[src/rtl/jump_physics_pkg.sv]
// Purpose : shared state type and default physics constants for jump_physics.
// Ports   : none (package).
// Config  : DOUBLE_JUMP_EN (used by jump_physics) adds one air jump per airborne period.
package jump_physics_pkg;

  localparam int DEF_W          = 10;
  localparam int DEF_GROUND_Y   = 300;
  localparam int DEF_CEIL_Y     = 120;
  localparam int DEF_JUMP_V     = 12;
  localparam int DEF_GRAVITY    = 1;
  localparam int DEF_MAX_FALL_V = 12;
  localparam int DEF_HEAD_GAP   = 50;

  typedef enum logic [1:0] {
    S_GROUND = 2'd0,
    S_RISE   = 2'd1,
    S_FALL   = 2'd2,
    S_LAND   = 2'd3
  } jp_state_t;

endpackage

[src/rtl/jump_physics_if.sv]
// Purpose : bundles the per-frame physics inputs and velocity/status outputs.
// Ports   : frame_tick, jump, pos_y, opp_y, near (to DUT); motion_y, airborne, landed (from DUT).
// Modports: master = keyboard/position side, slave = jump_physics.
interface jump_physics_if #(
  parameter int W = jump_physics_pkg::DEF_W
);
  logic                frame_tick;
  logic                jump;
  logic [W-1:0]        pos_y;
  logic [W-1:0]        opp_y;
  logic                near;
  logic signed [W-1:0] motion_y;
  logic                airborne;
  logic                landed;

  modport master (
    output frame_tick, jump, pos_y, opp_y, near,
    input  motion_y, airborne, landed
  );

  modport slave (
    input  frame_tick, jump, pos_y, opp_y, near,
    output motion_y, airborne, landed
  );
endinterface

[src/rtl/edge_latch.sv]
// Purpose : key rising-edge detector with a pending flag held until the next clr pulse.
// Latency : pend reflects an edge in the same Clk (combinational OR of the live edge).
// Ports   : Clk, Reset (async, active-high), key level in, clr (frame tick) in, pend out.
module edge_latch (
  input  logic Clk,
  input  logic Reset,
  input  logic key,
  input  logic clr,
  output logic pend
);
  logic key_q;
  logic pend_q;
  logic rise;

  assign rise = key & ~key_q;

  always_ff @(posedge Clk or posedge Reset) begin
    if (Reset) begin
      key_q  <= 1'b0;
      pend_q <= 1'b0;
    end else begin
      key_q <= key;
      // clr wins so a press is only ever offered to one tick
      if (clr)       pend_q <= 1'b0;
      else if (rise) pend_q <= 1'b1;
    end
  end

  // An edge arriving on the clr cycle itself must still be seen by that tick.
  assign pend = pend_q | rise;
endmodule

[src/rtl/jump_physics.sv]
// Purpose : per-player vertical velocity FSM (launch, gravity, terminal speed, ceiling, ground, collisions).
// Latency : outputs update one Clk after a frame_tick cycle and hold between ticks; no backpressure.
// Ports   : Clk, Reset (async, active-high), bus (jump_physics_if.slave). Macro DOUBLE_JUMP_EN enables one air jump.
module jump_physics
  import jump_physics_pkg::*;
#(
  parameter int W          = DEF_W,
  parameter int GROUND_Y   = DEF_GROUND_Y,
  parameter int CEIL_Y     = DEF_CEIL_Y,
  parameter int JUMP_V     = DEF_JUMP_V,
  parameter int GRAVITY    = DEF_GRAVITY,
  parameter int MAX_FALL_V = DEF_MAX_FALL_V,
  parameter int HEAD_GAP   = DEF_HEAD_GAP
) (
  input  logic         Clk,
  input  logic         Reset,
  jump_physics_if.slave bus
);
  localparam int W1 = W + 1;
  localparam logic signed [W:0] K_GROUND = W1'(GROUND_Y);
  localparam logic signed [W:0] K_CEIL   = W1'(CEIL_Y);
  localparam logic signed [W:0] K_JUMP   = W1'(JUMP_V);
  localparam logic signed [W:0] K_GRAV   = W1'(GRAVITY);
  localparam logic signed [W:0] K_MAXF   = W1'(MAX_FALL_V);
  localparam logic signed [W:0] K_GAP    = W1'(HEAD_GAP);

  jp_state_t    state_q, state_n;
  logic [W-1:0] mot_q;
  logic         landed_q, land_n;
  logic         jump_pend;
`ifdef DOUBLE_JUMP_EN
  logic         air_used_q, air_used_n;
`endif

  // All arithmetic in W+1 signed bits; positions are zero-extended.
  logic signed [W:0] pos_s, opp_s, mot_s, mot_n;
  logic signed [W:0] v_rise, v_fall_raw, v_fall, rise_sum, fall_sum;
  logic              head_hit, foot_hit;

  edge_latch u_jump_edge (
    .Clk   (Clk),
    .Reset (Reset),
    .key   (bus.jump),
    .clr   (bus.frame_tick),
    .pend  (jump_pend)
  );

  assign pos_s      = {1'b0, bus.pos_y};
  assign opp_s      = {1'b0, bus.opp_y};
  assign mot_s      = {mot_q[W-1], mot_q};
  assign v_rise     = mot_s + K_GRAV;
  assign v_fall_raw = mot_s + K_GRAV;
  assign v_fall     = (v_fall_raw > K_MAXF) ? K_MAXF : v_fall_raw;
  assign rise_sum   = pos_s + mot_s;
  assign fall_sum   = pos_s + v_fall;
  // Opponent just above us while rising, or just below us while falling.
  assign head_hit   = bus.near && (opp_s <= pos_s) && ((pos_s - opp_s) <= K_GAP);
  assign foot_hit   = bus.near && (opp_s >= pos_s) && ((opp_s - pos_s) <= K_GAP);

  always_comb begin
    state_n = state_q;
    mot_n   = mot_s;
    land_n  = landed_q;
`ifdef DOUBLE_JUMP_EN
    air_used_n = air_used_q;
`endif
    if (bus.frame_tick) begin
      land_n = 1'b0;
      case (state_q)
        S_GROUND: begin
          mot_n = '0;
          if (jump_pend && (pos_s >= K_GROUND)) begin
            mot_n   = -K_JUMP;
            state_n = S_RISE;
          end
        end
        S_RISE: begin
          if (head_hit) begin
            mot_n   = '0;
            state_n = S_FALL;
          end
`ifdef DOUBLE_JUMP_EN
          else if (jump_pend && !air_used_q) begin
            mot_n      = -K_JUMP;
            air_used_n = 1'b1;
          end
`endif
          else if (rise_sum <= K_CEIL) begin
            // May be positive if we entered RISE above the ceiling.
            mot_n   = K_CEIL - pos_s;
            state_n = S_FALL;
          end else if (!v_rise[W]) begin
            mot_n   = '0;
            state_n = S_FALL;
          end else begin
            mot_n = v_rise;
          end
        end
        S_FALL: begin
          if (foot_hit) begin
            mot_n   = '0;
            state_n = S_LAND;
            land_n  = 1'b1;
          end
`ifdef DOUBLE_JUMP_EN
          else if (jump_pend && !air_used_q) begin
            mot_n      = -K_JUMP;
            state_n    = S_RISE;
            air_used_n = 1'b1;
          end
`endif
          else if (fall_sum >= K_GROUND) begin
            mot_n   = K_GROUND - pos_s;
            state_n = S_LAND;
            land_n  = 1'b1;
          end else begin
            mot_n = v_fall;
          end
        end
        S_LAND: begin
          mot_n   = '0;
          state_n = S_GROUND;
`ifdef DOUBLE_JUMP_EN
          air_used_n = 1'b0;
`endif
        end
        default: begin
          mot_n   = '0;
          state_n = S_GROUND;
        end
      endcase
    end
  end

  always_ff @(posedge Clk or posedge Reset) begin
    if (Reset) begin
      state_q  <= S_GROUND;
      mot_q    <= '0;
      landed_q <= 1'b0;
    end else begin
      state_q  <= state_n;
      mot_q    <= mot_n[W-1:0];
      landed_q <= land_n;
    end
  end

`ifdef DOUBLE_JUMP_EN
  always_ff @(posedge Clk or posedge Reset) begin
    if (Reset) air_used_q <= 1'b0;
    else       air_used_q <= air_used_n;
  end
`endif

  assign bus.motion_y = mot_q;
  assign bus.airborne = (state_q == S_RISE) || (state_q == S_FALL);
  assign bus.landed   = landed_q;
endmodule

[src/flat_wrapper.sv]
// flat-port wrapper written by rule: the top's interface ports become plain ports
module jump_physics_flat import jump_physics_pkg::*;
#(
  parameter int W          = DEF_W,
  parameter int GROUND_Y   = DEF_GROUND_Y,
  parameter int CEIL_Y     = DEF_CEIL_Y,
  parameter int JUMP_V     = DEF_JUMP_V,
  parameter int GRAVITY    = DEF_GRAVITY,
  parameter int MAX_FALL_V = DEF_MAX_FALL_V,
  parameter int HEAD_GAP   = DEF_HEAD_GAP
)
  (Clk, Reset, bus_frame_tick, bus_jump, bus_pos_y, bus_opp_y, bus_near, bus_motion_y, bus_airborne, bus_landed);
  jump_physics_if #(.W(W)) bus_i ();
  input  logic Clk;
  input  logic Reset;
  input wire logic [$bits(bus_i.frame_tick)-1:0] bus_frame_tick;
  input wire logic [$bits(bus_i.jump)-1:0] bus_jump;
  input wire logic [$bits(bus_i.pos_y)-1:0] bus_pos_y;
  input wire logic [$bits(bus_i.opp_y)-1:0] bus_opp_y;
  input wire logic [$bits(bus_i.near)-1:0] bus_near;
  output wire logic [$bits(bus_i.motion_y)-1:0] bus_motion_y;
  output wire logic [$bits(bus_i.airborne)-1:0] bus_airborne;
  output wire logic [$bits(bus_i.landed)-1:0] bus_landed;
  assign bus_i.frame_tick = bus_frame_tick;
  assign bus_i.jump = bus_jump;
  assign bus_i.pos_y = bus_pos_y;
  assign bus_i.opp_y = bus_opp_y;
  assign bus_i.near = bus_near;
  assign bus_motion_y = bus_i.motion_y;
  assign bus_airborne = bus_i.airborne;
  assign bus_landed = bus_i.landed;
  jump_physics #(.W(W), .GROUND_Y(GROUND_Y), .CEIL_Y(CEIL_Y), .JUMP_V(JUMP_V), .GRAVITY(GRAVITY), .MAX_FALL_V(MAX_FALL_V), .HEAD_GAP(HEAD_GAP)) u_core (.Clk(Clk), .Reset(Reset), .bus(bus_i));
endmodule
[config.mk]
export PLATFORM = sky130hd
export DESIGN_NAME = jump_physics_flat
export DESIGN_NICKNAME = d
export VERILOG_FILES = /design/src/rtl/jump_physics_pkg.sv /design/src/rtl/jump_physics_if.sv /design/src/rtl/edge_latch.sv /design/src/rtl/jump_physics.sv /design/src/flat_wrapper.sv
export SDC_FILE = /design/constraint.sdc
export NUM_CORES = 1
export LEC_CHECK = 0
export BUFFER_PORTS_ARGS = -buffer_cell sky130_fd_sc_hd__buf_2
export CAP_MARGIN = 15
export CORE_UTILIZATION = 65
export CTS_BUF_LIST = sky130_fd_sc_hd__clkbuf_16
export CTS_CLUSTER_DIAMETER = 200
export CTS_CLUSTER_SIZE = 25
export DETAILED_ROUTE_END_ITERATION = 7
export PLACE_DENSITY_LB_ADDON = 0.1
export SETUP_SLACK_MARGIN = 0.02
export SYNTH_ARGS = -nofsm -noshare
export SYNTH_HDL_FRONTEND = slang
export SYNTH_SLANG_ARGS = --single-unit
[constraint.sdc]
create_clock -name Clk -period 12 [get_ports Clk]
set_clock_uncertainty 0.1 [all_clocks]
set_input_delay 0.6 -clock Clk [delete_from_list [all_inputs] [get_ports Clk]]
set_output_delay 0.6 -clock Clk [all_outputs]
set_load 0.005 [all_outputs]
After elaboration in Yosys (flattened, before gate mapping)
Cells that the tools add are included.
{ "totals": {"ff_bits": 15, "input_bits": 25, "output_inout_bits": 12, "wordCells": 58} }
{ "op_classes": {"n_addsub": 7, "n_lt_le_gt_ge": 8, "n_eq_ne": 6, "n_mux": 20, "n_bitwise": 3, "reduce_logical": 9} }
{ "op_table": {"columns": ["operator", "n"], "rows": [
  ["10-bit two-way mux", 6],
  ["10-bit case mux with 4 select lines", 1],
  ["11-bit by 7-bit less-or-equal comparator with 1-bit output, second input constant", 2],
  ["10-bit by 10-bit subtractor with 11-bit output", 2],
  ["2-bit two-way mux", 6],
  ["10-bit by 2-bit adder with 11-bit output, second input constant", 1],
  ["11-bit by 10-bit adder with 11-bit output", 1],
  ["11-bit adder", 1],
  ["11-bit by 10-bit greater-or-equal comparator with 1-bit output, second input constant", 1],
  ["11-bit by 5-bit greater-than comparator with 1-bit output, second input constant", 1],
  ["11-bit by 8-bit less-or-equal comparator with 1-bit output, second input constant", 1],
  ["11-bit two-way mux", 1],
  ["10-bit greater-or-equal comparator", 1],
  ["10-bit by 9-bit greater-or-equal comparator with 1-bit output, second input constant", 1],
  ["10-bit less-or-equal comparator", 1],
  ["7-bit by 10-bit subtractor with 10-bit output, first input constant", 1],
  ["9-bit by 10-bit subtractor with 10-bit output, first input constant", 1],
  ["2-bit case mux with 4 select lines", 1],
  ["1-bit logical AND", 5],
  ["1-bit two-way mux", 5],
  ["2-bit equality test, second input constant", 2],
  ["4-bit != test, second input constant", 1],
  ["4-bit AND reduction", 1],
  ["3-bit by 1-bit != test with 1-bit output, second input constant", 1],
  ["8 further kinds", 8]
]} }

Logic depth before layout (Yosys ltp)
{ "logic_depth": {"depth_word": 8, "ltp_mapped": 20, "depth_no_buf": 19} }

Modules after synthesis
A second synthesis with hierarchy kept.
{ "hier_totals": {"hier_cells": 460, "hier_area_um2": 3517.1} }
{ "modules_own_cells": {"columns": ["mod", "n_inst", "cells_each", "area_each_um2"], "rows": [
  ["jump_physics", 1, 453, 3433.3],
  ["edge_latch", 1, 7, 83.8]
]} }

Worst setup path after synthesis
No wires, ideal clock.
{ "synth_path": {"path_type": "register to register", "start": "reg u_core.mot_q[0] (netlist: u_core.bus.motion_y[0])", "end": "reg u_core.mot_q[4] (netlist: u_core.bus.motion_y[4])", "setup_time_ns": 0.126, "arrival_ns": 4.520, "slack_ns": 7.253, "path_stages_with_launch": 21, "synth_period_minus_slack_ns": 4.747, "cell_sequence": "dfrtp_1 > ha_1 > and3_1 > or4_1 > o21a_1 > o311ai_1 > a41oi_1 > nor2_1 > ha_1 > inv_1 > fa_1 > nor2b_1 > o2111ai_1 > a31oi_1 > xor2_1 > o31ai_1 > a22oi_1 > buf_4 > mux2i_1 > o221a_2 > o21ai_0"} }
{ "synth_via": {"elab_chain_len": 8} }
{ "synth_rtl": {"columns": ["item", "line", "text"], "rows": [
  ["start, declared", "jump_physics.sv:28", "logic [W-1:0] mot_q;"],
  ["start signal, assigned", "jump_physics.sv:142", "mot_q <= mot_n[W-1:0];"],
  ["10-bit by 2-bit adder with 11-bit output", "jump_physics.sv:51, jump_physics.sv:52", null],
  ["11-bit by 5-bit greater-than comparator with 1-bit output", "jump_physics.sv:53", "assign v_fall = (v_fall_raw > K_MAXF) ? K_MAXF : v_fall_raw;"],
  ["11-bit two-way mux", "jump_physics.sv:53", null],
  ["11-bit adder", "jump_physics.sv:55", "assign fall_sum = pos_s + v_fall;"],
  ["11-bit by 10-bit greater-or-equal comparator with 1-bit output", "jump_physics.sv:112", "else if (fall_sum >= K_GROUND) begin"],
  ["10-bit two-way mux", "jump_physics.sv:112", null],
  ["10-bit two-way mux", "jump_physics.sv:100", "if (foot_hit) begin"],
  ["10-bit case mux with 4 select lines *", "jump_physics.sv:69", "case (state_q)"]
]} }
Mark *: on every way between the ends. The rest lies on a longest branch, timed or not.
A chain may end at the register's enable or synchronous reset.

Worst setup path after layout
{ "layout_path": {"start": "reg u_core.mot_q[0] (netlist: u_core.bus.motion_y[0])", "end": "reg u_core.state_q[1]"} }
{ "layout_via": {"elab_chain_len": 7} }
{ "layout_rtl": {"columns": ["item", "line", "text"], "rows": [
  ["10-bit by 2-bit adder with 11-bit output", "jump_physics.sv:51, jump_physics.sv:52", null],
  ["11-bit by 5-bit greater-than comparator with 1-bit output", "jump_physics.sv:53", null],
  ["11-bit two-way mux", "jump_physics.sv:53", null],
  ["11-bit adder", "jump_physics.sv:55", null],
  ["11-bit by 10-bit greater-or-equal comparator with 1-bit output", "jump_physics.sv:112", null],
  ["3-bit by 1-bit != test with 1-bit output (no source line)", null, null],
  ["4-bit AND reduction (no source line)", null, null],
  ["end signal, assigned", "jump_physics.sv:141", "state_q <= state_n;"],
  ["end, declared", "jump_physics.sv:27", "jp_state_t state_q, state_n;"]
]} }
Parallel ways exist; a longest one is shown, timed or not.

==> metrics.md <==
| Metric | Value |
|---|---|
| Crit path arrival time | `between 5 and 6 ns` |
| CP Launch Type | `flop` |
| First-pass DRT Iterations | `5` |
| Final setup violation count | `0` |
| Worst-Skew Late Latency | `around 0.24 ns` |
| DRT Wirelength | `9970 µm` |
| Critical Path Fanout Max | `13` |
| CP Capture Type | `flop` |
| Syn_area_per_cell | `7.61 µm²` |
| Post-Syn Area | `~3600 µm²` |
| WL/cell | `between 15 and 20 µm` |
| DR iter-0 viols | `382` |
| Register area share after synthesis | `10.3%` |
| Sequential share of power | `13.3%` |
| H-tree Lvls | `1` |
| Worst path slowest cell | `a41oi_1` |
| Most common cell on crit path | `ha_1` |
| Post-cts sizing count | `0` |
| CTS tree | `yes` |
| Initial Util | `69.5%` |
| Die Height | `76.8 µm` |
| P_leak | `roughly 0.0018 µW` |
| Max_slew headroom | `51.5%` |
| Clock Root Buffer | `clkbuf_16` |
| Hold Vio Cnt, Final | `0` |
| DRC | `0` |
| Period minus WS final | `5.44 ns` |
| WP depth | `19` |
| Final core area utilization | `74.7%` |
| Port-buffer cells | `36` |
| Largest net degree at the start of global routing | `20` |
| Period utilization | `45.3%` |
| Sink Count | `15` |
| Chip Width | `76.8 µm` |
| Count of different cell masters after synthesis | `63` |
| Initial antenna violation count | `0` |
| Postcts setup bufs | `0` |
| Vias post-DR | `3705` |
| RePlAce Congestion | `0.935` |
| Routed Antenna Nets | `0` |
| Net Sw Frac | `between 50% and 60%` |
| Syn_nets | `554` |
| Post-synthesis async set-or-reset flop share | `100%` |
| Syn-to-layout area delta | `7.53%` |
| Slew Viols, Final | `0` |
| Ant. Diodes | `0` |
| DIE AREA | `5900 µm²` |
| Max Cap Violations | `0` |
| Hold buffer count at cts | `0` |
| Delay-heaviest family, CP | `compound AO/OA/AOI/OAI gates` |
| Clock network power share | `8.2%` |
| First-pass GRT wire length | `16200 µm` |
| Worst IR Drop VDD | `~190 µV` |
| Top cell type by total area after synthesis | `ha_1` |
| CTS buffer count | `3` |
| Hpwl dp | `7920 µm` |
| Crit path cell chain | `ha_1 -> nand4_1 -> o21ai_1 -> o311ai_1 -> a41oi_1 -> nor2_1 -> ha_1 -> inv_1 -> fa_1 -> nor2b_1 -> o2111ai_1 -> a31oi_1 -> a21oi_1 -> o211ai_1 -> a22oi_1 -> buf_4 -> o22ai_1 -> a21oi_2 -> mux2_1` |
| I/O Pins | `37` |
| Mapped Cells | `roughly 480` |
| Row cnt | `26` |
| Average vias per placed instance | `6.45` |
| Top post-synthesis cells by area | `ha_1 16%, dfrtp_1 10%, xnor2_1 7.5%, mux2i_1 4.7%, inv_1 4.5%` |
| CP max stage delay | `about 0.62 ns` |
| Layout cells sized above 1 | `12.1%` |
| Most used flip-flop cell after synthesis | `dfrtp_1` |
| Post-synth EDFFs | `0` |
| Core Footprint | `approximately 5200 µm²` |
| Achievable Freq | `approximately 0.18 GHz` |
| Status | `completed` |
| Hold Path Class | `input port to async pin` |
| Synth warn | `0` |
| CTS max path bufs | `2` |
| Synth Register Bits | `15` |
| Aggregate global routing overflow | `0` |
| Post-synth top area share | `between 15 and 20%` |
| Total net switching power | `just over 400 µW` |
| Layout Nets | `approximately 580` |
| Vias in the first global route | `between 3000 and 4000` |
| Setup TNS | `0 ns` |
| Worst endpoint required time | `approximately 12 ns` |
| Synth top cells by count | `47 x ha_1, 44 x inv_1, 39 x nor2_1` |
| Pint | `387 µW` |
| Tot GR Track Use | `33.7%` |
| RSZ-0062 raised after global routing | `no` |
| Pwr Density | `204 nW/µm²` |
| Clk slew on worst S/H paths | `0.05 ns` |
| WP buf/inv | `2` |
| Filler instances | `between 400 and 500` |
| Top-count cell post-synth | `ha_1` |
| Logic gate share of total power | `between 70 and 80%` |
| Slew @ Worst Pin | `a little over 0.7 ns` |
| Worst r2r path cells | `19` |
| CP Class | `flop to flop` |
==> worst paths after layout <==
path	endpoint	start	slack, ns
setup / recovery	u_core.state_q[1]	u_core.bus.motion_y[0]	6.56
min in group Clk	u_core.u_jump_edge.key_q	bus_jump	0.37
hold / removal	u_core.state_q[1]	Reset	0.32
max in group asynchronous	u_core.bus.motion_y[5]	Reset	11.08
setup reg to reg	u_core.state_q[1]	u_core.bus.motion_y[0]	6.56
hold reg to reg	u_core.u_jump_edge.pend_q	u_core.u_jump_edge.pend_q	0.39
==> logic make-up (layout without fill, tap and decap cells) <==
group / count (synthesis) / count (layout) / share of synthesized area (%)
adders and majority gates: 51 / 51 / 18.4
buffers and inverters: 60 / 86 / 6.88
and+or+nand+nor: 138 / 138 / 19.2
muxes: 18 / 18 / 4.99
DFF: 15 / 15 / 10.3
AOI/OAI and AO/OA: 150 / 150 / 29.2
xor gates and xnor gates: 46 / 46 / 11.1
==> power groups by stage <==
| stage | registers (µW) | clock network, µW | logic, µW |
|---|---|---|---|
| floorplan | 94.8 | 0 | 482 |
| global placement | 103 | 0 | 587 |
| detailed placement | 104 | 0 | 606 |
| CTS | 104 | 67.0 | 612 |
| global route | 108 | 69.3 | 683 |
| finish | 106 | 65.7 | 626 |
==> worst reg2reg max path, stage by stage (launching register included) <==
cell	delay, ns
dfrtp_1	0.54
ha_1	0.35
nand4_1	0.23
o21ai_1	0.56
o311ai_1	0.25
a41oi_1	0.62
nor2_1	0.14
ha_1	0.25
inv_1	0.07
fa_1	0.25
nor2b_1	0.09
o2111ai_1	0.25
a31oi_1	0.20
a21oi_1	0.18
o211ai_1	0.11
a22oi_1	0.22
buf_4	0.26
o22ai_1	0.13
a21oi_2	0.17
mux2_1	0.35
==> metrics by stage <==
| step | hold slack, ns | setup slack (ns) | instances | power, µW | cell area [µm²] |
|---|---|---|---|---|---|
| after floorplan | 0.349 | 7.25 | 478 | 577 | 3640 |
| after global placement | 0.376 | 7.02 | 570 | 690 | 3830 |
| after detailed placement | 0.378 | 6.80 | 570 | 710 | 3830 |
| after CTS | 0.348 | 6.70 | 574 | 783 | 3910 |
| after global routing | 0.378 | 6.26 | 574 | 861 | 3910 |
| final | 0.324 | 6.56 | 574 | 798 | 3910 |
==> area by class of cell <==
class	instances	area (µm²)	area share [%]
Clock buffer	3	75.1	1.92
Clock inverter	1	5.00	0.128
Inverter	45	169	4.32
Multi-Input combinational cell	403	3010	77.0
Sequential cell	15	375	9.59
Tap cell	70	87.6	2.24
Timing Repair Buffer	37	188	4.80
==> cells in the final DEF (no fill, tap or decap), drive strengths merged, types with 11 or more instances in the layout <==
cell / synthesis / routed
nor2: 39 / 39
nor3: 11 / 11
o21ai: 31 / 31
a21oi: 34 / 34
xor2: 15 / 15
xnor2: 31 / 31
dfrtp: 15 / 15
buf: 10 / 37
nand2: 23 / 23
mux2i: 17 / 17
inv: 45 / 45
ha: 47 / 47
nand2b: 12 / 12
==> routing by layer <==
layer | vias to the layer above | global-route usage, % | wire length [µm]
li1 | 1797 | - | -
met4 | 0 | 5.58 | 140
met3 | 14 | 4.76 | 862
met1 | 1709 | 48.7 | 4540
met5 | - | 0 | 0
met2 | 185 | 53.5 | 4430
==> state kept, by name, summed over array words and instances (netlist names) <==
name,flops
u_core.bus.landed,1
u_core.bus.motion_y,10
u_core.state_q,2
u_core.u_jump_edge.key_q,1
u_core.u_jump_edge.pend_q,1
(Power assumes the default switching activity.)
